--- config.mk ---
export PLATFORM = sky130hd
export DESIGN_NAME = alu_issue_sequencer_flat
export DESIGN_NICKNAME = d
export VERILOG_FILES = /design/src/rtl/alu_issue_sequencer_if.sv /design/src/rtl/alu_issue_sequencer.sv /design/src/flat_wrapper.sv
export SDC_FILE = /design/constraint.sdc
export NUM_CORES = 1
export LEC_CHECK = 0
export CAP_MARGIN = 20
export CORE_ASPECT_RATIO = 0.75
export CORE_MARGIN = 2
export CORE_UTILIZATION = 55
export DETAILED_ROUTE_END_ITERATION = 7
export DONT_BUFFER_PORTS = 1
export PLACE_DENSITY = 0.68
export SLEW_MARGIN = 10
export SYNTH_ARGS = -nofsm -noshare
export SYNTH_HDL_FRONTEND = slang
export SYNTH_SLANG_ARGS = --single-unit
export TNS_END_PERCENT = 50
--- constraint.sdc ---
create_clock -name clk -period 3.99 [get_ports clk]
set_clock_uncertainty 0.1 [all_clocks]
set_input_delay 0.399 -clock clk [delete_from_list [all_inputs] [get_ports clk]]
set_output_delay 0.399 -clock clk [all_outputs]
set_load 0.01 [all_outputs]
--- src/rtl/alu_issue_sequencer_if.sv ---
`default_nettype none
// ============================================================================
// Module      : alu_issue_sequencer_if
// Description : Instruction valid/ready handshake between a host (master)
//               and the ALU issue sequencer (slave).
//               in_valid - host has an instruction on in_instr
//               in_instr - {op[8:6], dst[5:4], src_s[3:2], src_t[1:0]}
//               in_ready - sequencer can accept this cycle
// Revision    : 1.0 - initial release
// ============================================================================
interface alu_issue_sequencer_if;
  logic       in_valid;
  logic [8:0] in_instr;
  logic       in_ready;

  modport master (output in_valid, output in_instr, input  in_ready);
  modport slave  (input  in_valid, input  in_instr, output in_ready);
endinterface
`default_nettype wire

--- src/rtl/alu_issue_sequencer.sv ---
`default_nettype none
// ============================================================================
// Module      : alu_issue_sequencer
// Description : Sequential front end for a combinational ALU. Holds a
//               4 x 4-bit register file, accepts instructions over a
//               valid/ready handshake, drives operands/opcode to the ALU,
//               captures the ALU result and writes it back.
// Ports       : clk, rst_n          - clock, async active-low reset
//               wr_en/wr_addr/wr_data - host register write (IDLE only)
//               rd_addr/rd_data     - combinational debug read
//               in_if (slave)       - instruction handshake
//               exe_rs/exe_rt/exe_sel - registered operands/opcode to ALU
//               exe_rd              - ALU result (combinational from exe_*)
//               done                - one-cycle writeback pulse
//               result              - last written-back value
//               busy                - instruction in flight
// Revision    : 1.0 - initial release
// ============================================================================
module alu_issue_sequencer (
  input  wire logic                 clk,
  input  wire logic                 rst_n,
  input  wire logic                 wr_en,
  input  wire logic [1:0]           wr_addr,
  input  wire logic [3:0]           wr_data,
  input  wire logic [1:0]           rd_addr,
  output logic      [3:0]           rd_data,
  alu_issue_sequencer_if.slave      in_if,
  output logic      [3:0]           exe_rs,
  output logic      [3:0]           exe_rt,
  output logic      [2:0]           exe_sel,
  input  wire logic [3:0]           exe_rd,
  output logic                      done,
  output logic      [3:0]           result,
  output logic                      busy
);

  localparam logic [1:0] S_IDLE  = 2'd0;
  localparam logic [1:0] S_ISSUE = 2'd1;
  localparam logic [1:0] S_WB    = 2'd2;

  logic [1:0] state_q, state_d;
  logic [3:0] regs_q [4];
  logic [3:0] regs_d [4];
  logic [3:0] exe_rs_q, exe_rs_d;
  logic [3:0] exe_rt_q, exe_rt_d;
  logic [2:0] exe_sel_q, exe_sel_d;
  logic [1:0] dst_q, dst_d;
  logic [3:0] result_q, result_d;

  logic       accept;
  logic [2:0] instr_op;
  logic [1:0] instr_dst;
  logic [1:0] instr_src_s;
  logic [1:0] instr_src_t;

  assign instr_op    = in_if.in_instr[8:6];
  assign instr_dst   = in_if.in_instr[5:4];
  assign instr_src_s = in_if.in_instr[3:2];
  assign instr_src_t = in_if.in_instr[1:0];

  // in_ready already excludes host writes, so a write wins over accept.
  assign accept = in_if.in_valid & in_if.in_ready;

  // --------------------------------------------------------------------------
  // State register
  // --------------------------------------------------------------------------
  always_ff @(posedge clk or negedge rst_n) begin
    if (!rst_n) begin
      state_q <= S_IDLE;
    end else begin
      state_q <= state_d;
    end
  end

  // --------------------------------------------------------------------------
  // Next-state logic
  // --------------------------------------------------------------------------
  always_comb begin
    state_d = state_q;
    case (state_q)
      S_IDLE:  if (accept) state_d = S_ISSUE;
      S_ISSUE: state_d = S_WB;
      S_WB:    state_d = S_IDLE;
      default: state_d = S_IDLE;
    endcase
  end

  // --------------------------------------------------------------------------
  // FSM outputs
  // --------------------------------------------------------------------------
  always_comb begin
    in_if.in_ready = (state_q == S_IDLE) & ~wr_en;
    done           = (state_q == S_WB);
    busy           = (state_q != S_IDLE);
  end

  // --------------------------------------------------------------------------
  // Datapath next values
  // --------------------------------------------------------------------------
  always_comb begin
    regs_d    = regs_q;
    exe_rs_d  = exe_rs_q;
    exe_rt_d  = exe_rt_q;
    exe_sel_d = exe_sel_q;
    dst_d     = dst_q;
    result_d  = result_q;

    // Operands are sampled at accept, so dst aliasing a source reads the
    // pre-writeback value.
    if (accept) begin
      exe_rs_d  = regs_q[instr_src_s];
      exe_rt_d  = regs_q[instr_src_t];
      exe_sel_d = instr_op;
      dst_d     = instr_dst;
    end

    if (state_q == S_ISSUE) begin
      result_d = exe_rd;
    end

    if (state_q == S_WB) begin
      regs_d[dst_q] = result_q;
    end else if ((state_q == S_IDLE) && wr_en) begin
      regs_d[wr_addr] = wr_data;
    end
  end

  always_ff @(posedge clk or negedge rst_n) begin
    if (!rst_n) begin
      for (int i = 0; i < 4; i++) begin
        regs_q[i] <= 4'd0;
      end
      exe_rs_q  <= 4'd0;
      exe_rt_q  <= 4'd0;
      exe_sel_q <= 3'd0;
      dst_q     <= 2'd0;
      result_q  <= 4'd0;
    end else begin
      regs_q    <= regs_d;
      exe_rs_q  <= exe_rs_d;
      exe_rt_q  <= exe_rt_d;
      exe_sel_q <= exe_sel_d;
      dst_q     <= dst_d;
      result_q  <= result_d;
    end
  end

  assign exe_rs  = exe_rs_q;
  assign exe_rt  = exe_rt_q;
  assign exe_sel = exe_sel_q;
  assign result  = result_q;
  assign rd_data = regs_q[rd_addr];

endmodule
`default_nettype wire
--- src/flat_wrapper.sv ---
// flat-port wrapper written by rule: the top's interface ports become plain ports
module alu_issue_sequencer_flat 
  (clk, rst_n, wr_en, wr_addr, wr_data, rd_addr, rd_data, exe_rs, exe_rt, exe_sel, exe_rd, done, result, busy, in_if_in_valid, in_if_in_instr, in_if_in_ready);
  alu_issue_sequencer_if in_if_i ();
  input  wire logic clk;
  input  wire logic rst_n;
  input  wire logic wr_en;
  input  wire logic [1:0] wr_addr;
  input  wire logic [3:0] wr_data;
  input  wire logic [1:0] rd_addr;
  output logic      [3:0] rd_data;
  output logic      [3:0] exe_rs;
  output logic      [3:0] exe_rt;
  output logic      [2:0] exe_sel;
  input  wire logic [3:0] exe_rd;
  output logic done;
  output logic      [3:0] result;
  output logic busy;
  input wire logic [$bits(in_if_i.in_valid)-1:0] in_if_in_valid;
  input wire logic [$bits(in_if_i.in_instr)-1:0] in_if_in_instr;
  output wire logic [$bits(in_if_i.in_ready)-1:0] in_if_in_ready;
  assign in_if_i.in_valid = in_if_in_valid;
  assign in_if_i.in_instr = in_if_in_instr;
  assign in_if_in_ready = in_if_i.in_ready;
  alu_issue_sequencer u_core (.clk(clk), .rst_n(rst_n), .wr_en(wr_en), .wr_addr(wr_addr), .wr_data(wr_data), .rd_addr(rd_addr), .rd_data(rd_data), .in_if(in_if_i), .exe_rs(exe_rs), .exe_rt(exe_rt), .exe_sel(exe_sel), .exe_rd(exe_rd), .done(done), .result(result), .busy(busy));
endmodule
==> results.md <==
* CTS resizes at 0
* Post-CTS Setup Inserts at 0
* Antenna Violating Nets Remaining at 0
* Fin util at between 60% and 70%
* Leak at ~0.00084 uW
* Worst-margin pin slew at 0.886 ns
* Fmax at ~0.44 GHz
* Initial antenna violation count at 1
* Commonest non-fill, non-tap cells in the layout: dfrtp_1, nor2_1, mux4_2
* Filler Cell Count at 270
* Register bit total from synthesis at 35
* Worst EP arrival at approximately 2.4 ns
* Largest net degree at the start of global routing at 36
* Final Max Slew Viols at 0
* Place WS at 1.71 ns
* Final hold vios at 0
* Routed Wire Length at between 4000 and 5000 um
* DRC Markers at 0
* CP startpoint kind: flop
* Setup violators final at 0
* Syn Inst Count at approximately 150
* Dominant synthesized flop cell: dfrtp_1
* GRT Resource Usage Total at about a quarter
* Share of layout cells above drive strength 1 at a little under a third
* DP Wirelength at about 3300 um
* Layout area overhead at 6.56%
* Clk pin slew, worst setup/hold paths at ~0.070 ns
* Post-synth EDFFs at 0
* Synth warn at 0
* Most common cell after layout, fill and taps aside: dfrtp_1
* Cell area after layout at between 0.002 and 0.0025 mm2
* H-tree levels at 2
* Final Cycle Share at a little under three fifths
* Worst hold slack at 0.157 ns
* Std cell rows at 18
* VDD IR max at 0.346 mV
* Min setup slack post-route at around 1.7 ns
* CTS Buf Count at 5
* Initial core utilization at 57.6%
* Post-synth ARST share at 100%
* Crit. End Element: flop
* First-iteration detailed-routing DRC count at 55
* Critical Path RT at slightly above 4 ns
* Distinct cell type count after synthesis at 30
* Slew HR at about two fifths
* Clock Path Buffers at 2
* Core area at about 0.0033 mm2
* Drt wl/cell at 23.8 um
* Total gr overflow at 0
* Fin Setup TNS at 0 ns
* Routability congestion estimate at 0.930
* Crit Path Category: reg2reg
* Pre-antenna DRT Iters at 4
* Power per Cell Area at around 520 mW/mm2
* Setup repair after global routing missed its margin: false
* Status: finished, final reports clean
* CTS tree: done
* CP Max Fanout at 14
* Die ar. at approximately 0.004 mm2
* First-pass GRT wire length at approximately 6700 um
* Vias in the first global route at around 1300
* Die X-Extent at around 72 um
* Fin crit period at around 2.3 ns
* Clk Latency, worst-skew pair at 0.28 ns
* Vias per std cell at 6.95
* Chip height at roughly 55 um
* HP Class: in2reg
* Port bufs at 0
* CTS Root Cell: clkbuf_8
* Sequential share of the synthesized area at 45.9%
* Syn nets at 170
* NumNets Final at approximately 180
* CTS Hold Bufs at 2
* Via count at around 1300
* Post-placement cell area at approximately 0.0019 mm2
* Clock sinks at 35
* Avg Cell Area, Syn at 13.2 um2
* MaxCap Viol Count at 0
* Mapped cell area at roughly 0.0019 mm2
* IO Pins at 47
worst paths after layout:
kind	start	to	slack [ns]	depth (start not counted)
setup / recovery	u_core.state_q[1]	u_core.exe_rs[0]	1.70	4
hold / removal	in_if_in_instr[6]	u_core.exe_sel[0]	0.16	1
setup reg to reg	u_core.state_q[1]	u_core.exe_rs[0]	1.70	4
hold reg to reg	u_core.regs_q[15]	u_core.regs_q[15]	0.44	2
max in group asynchronous	rst_n	u_core.state_q[0]	3.15	2
min in group asynchronous	rst_n	u_core.regs_q[1]	0.46	2
synth_stat cells, types with 2 or more instances:
cell type,number,area share (%)
o21ai_0,6,1.6
and2_1,2,0.66
a21oi_1,8,2.1
mux2_4,9,7.1
mux2_2,8,4.7
mux4_2,12,14
nor2b_1,2,0.66
buf_2,2,0.52
dfrtp_1,35,46
buf_6,2,1.2
inv_1,2,0.39
a31oi_1,2,0.66
a32o_1,4,2.1
a32oi_1,8,3.7
nor3_1,6,1.6
mux2_1,4,2.4
nor2_1,15,3.0
nand2_1,6,1.2
routing by layer:
| layer | share of wire (%) | GRT usage (%) | up-vias |
|---|---|---|---|
| met5 | 0 | 0 | - |
| met4 | 2.1 | 13.8 | 0 |
| met3 | 6.8 | 7.43 | 7 |
| met2 | 49 | 37.3 | 53 |
| met1 | 42 | 30.3 | 690 |
| li1 | - | - | 577 |
state kept, by name, summed over array words and instances (netlist names):
register        flops
u_core.regs_q      16
u_core.exe_rt       4
u_core.result       4
u_core.state_q      2
u_core.exe_sel      3
u_core.dst_q        2
u_core.exe_rs       4
logic make-up (layout without fill, tap and decap cells):
| family | Yosys count | after routing | synth area share, % |
|---|---|---|---|
| buffers and inverters | 7 | 12 | 3.15 |
| AO/OA/AOI/OAI | 30 | 30 | 11.1 |
| other | 0 | 1 | 0 |
| flip-flops | 35 | 35 | 45.9 |
| AND/OR/NAND/NOR | 40 | 40 | 11.5 |
| multiplexers | 33 | 33 | 28.3 |
worst max-delay path: stages, from the launching register on:
cell and delay [ns]:
dfrtp_1 0.47, or2_4 0.33, nor2_4 0.13, and2_1 0.73, mux2_2 0.41
metrics by stage:
stage	power, uW	instances
4_1_cts	1070	190
3_3_place_gp	795	181
2_1_floorplan	745	145
5_1_grt	1120	191
3_5_place_dp	805	181
6_report	1060	191
where the power goes:
part           internal, uW  switching (uW)
combinational           145            91.1
sequential              447             127
clock                   135             119
area by class of cell:
cell class	instances	area, um2	share of cell area (%)
multi-input cells	103	972	47.8
clock buffers	6	82.6	4.06
well taps	40	50.0	2.46
diodes	1	2.50	0.123
repair buffers	3	37.5	1.85
clock inverters	1	5.00	0.246
flip-flops and latches	35	876	43.1
inverters	2	7.51	0.369
Power figures use the tool's default switching activity.
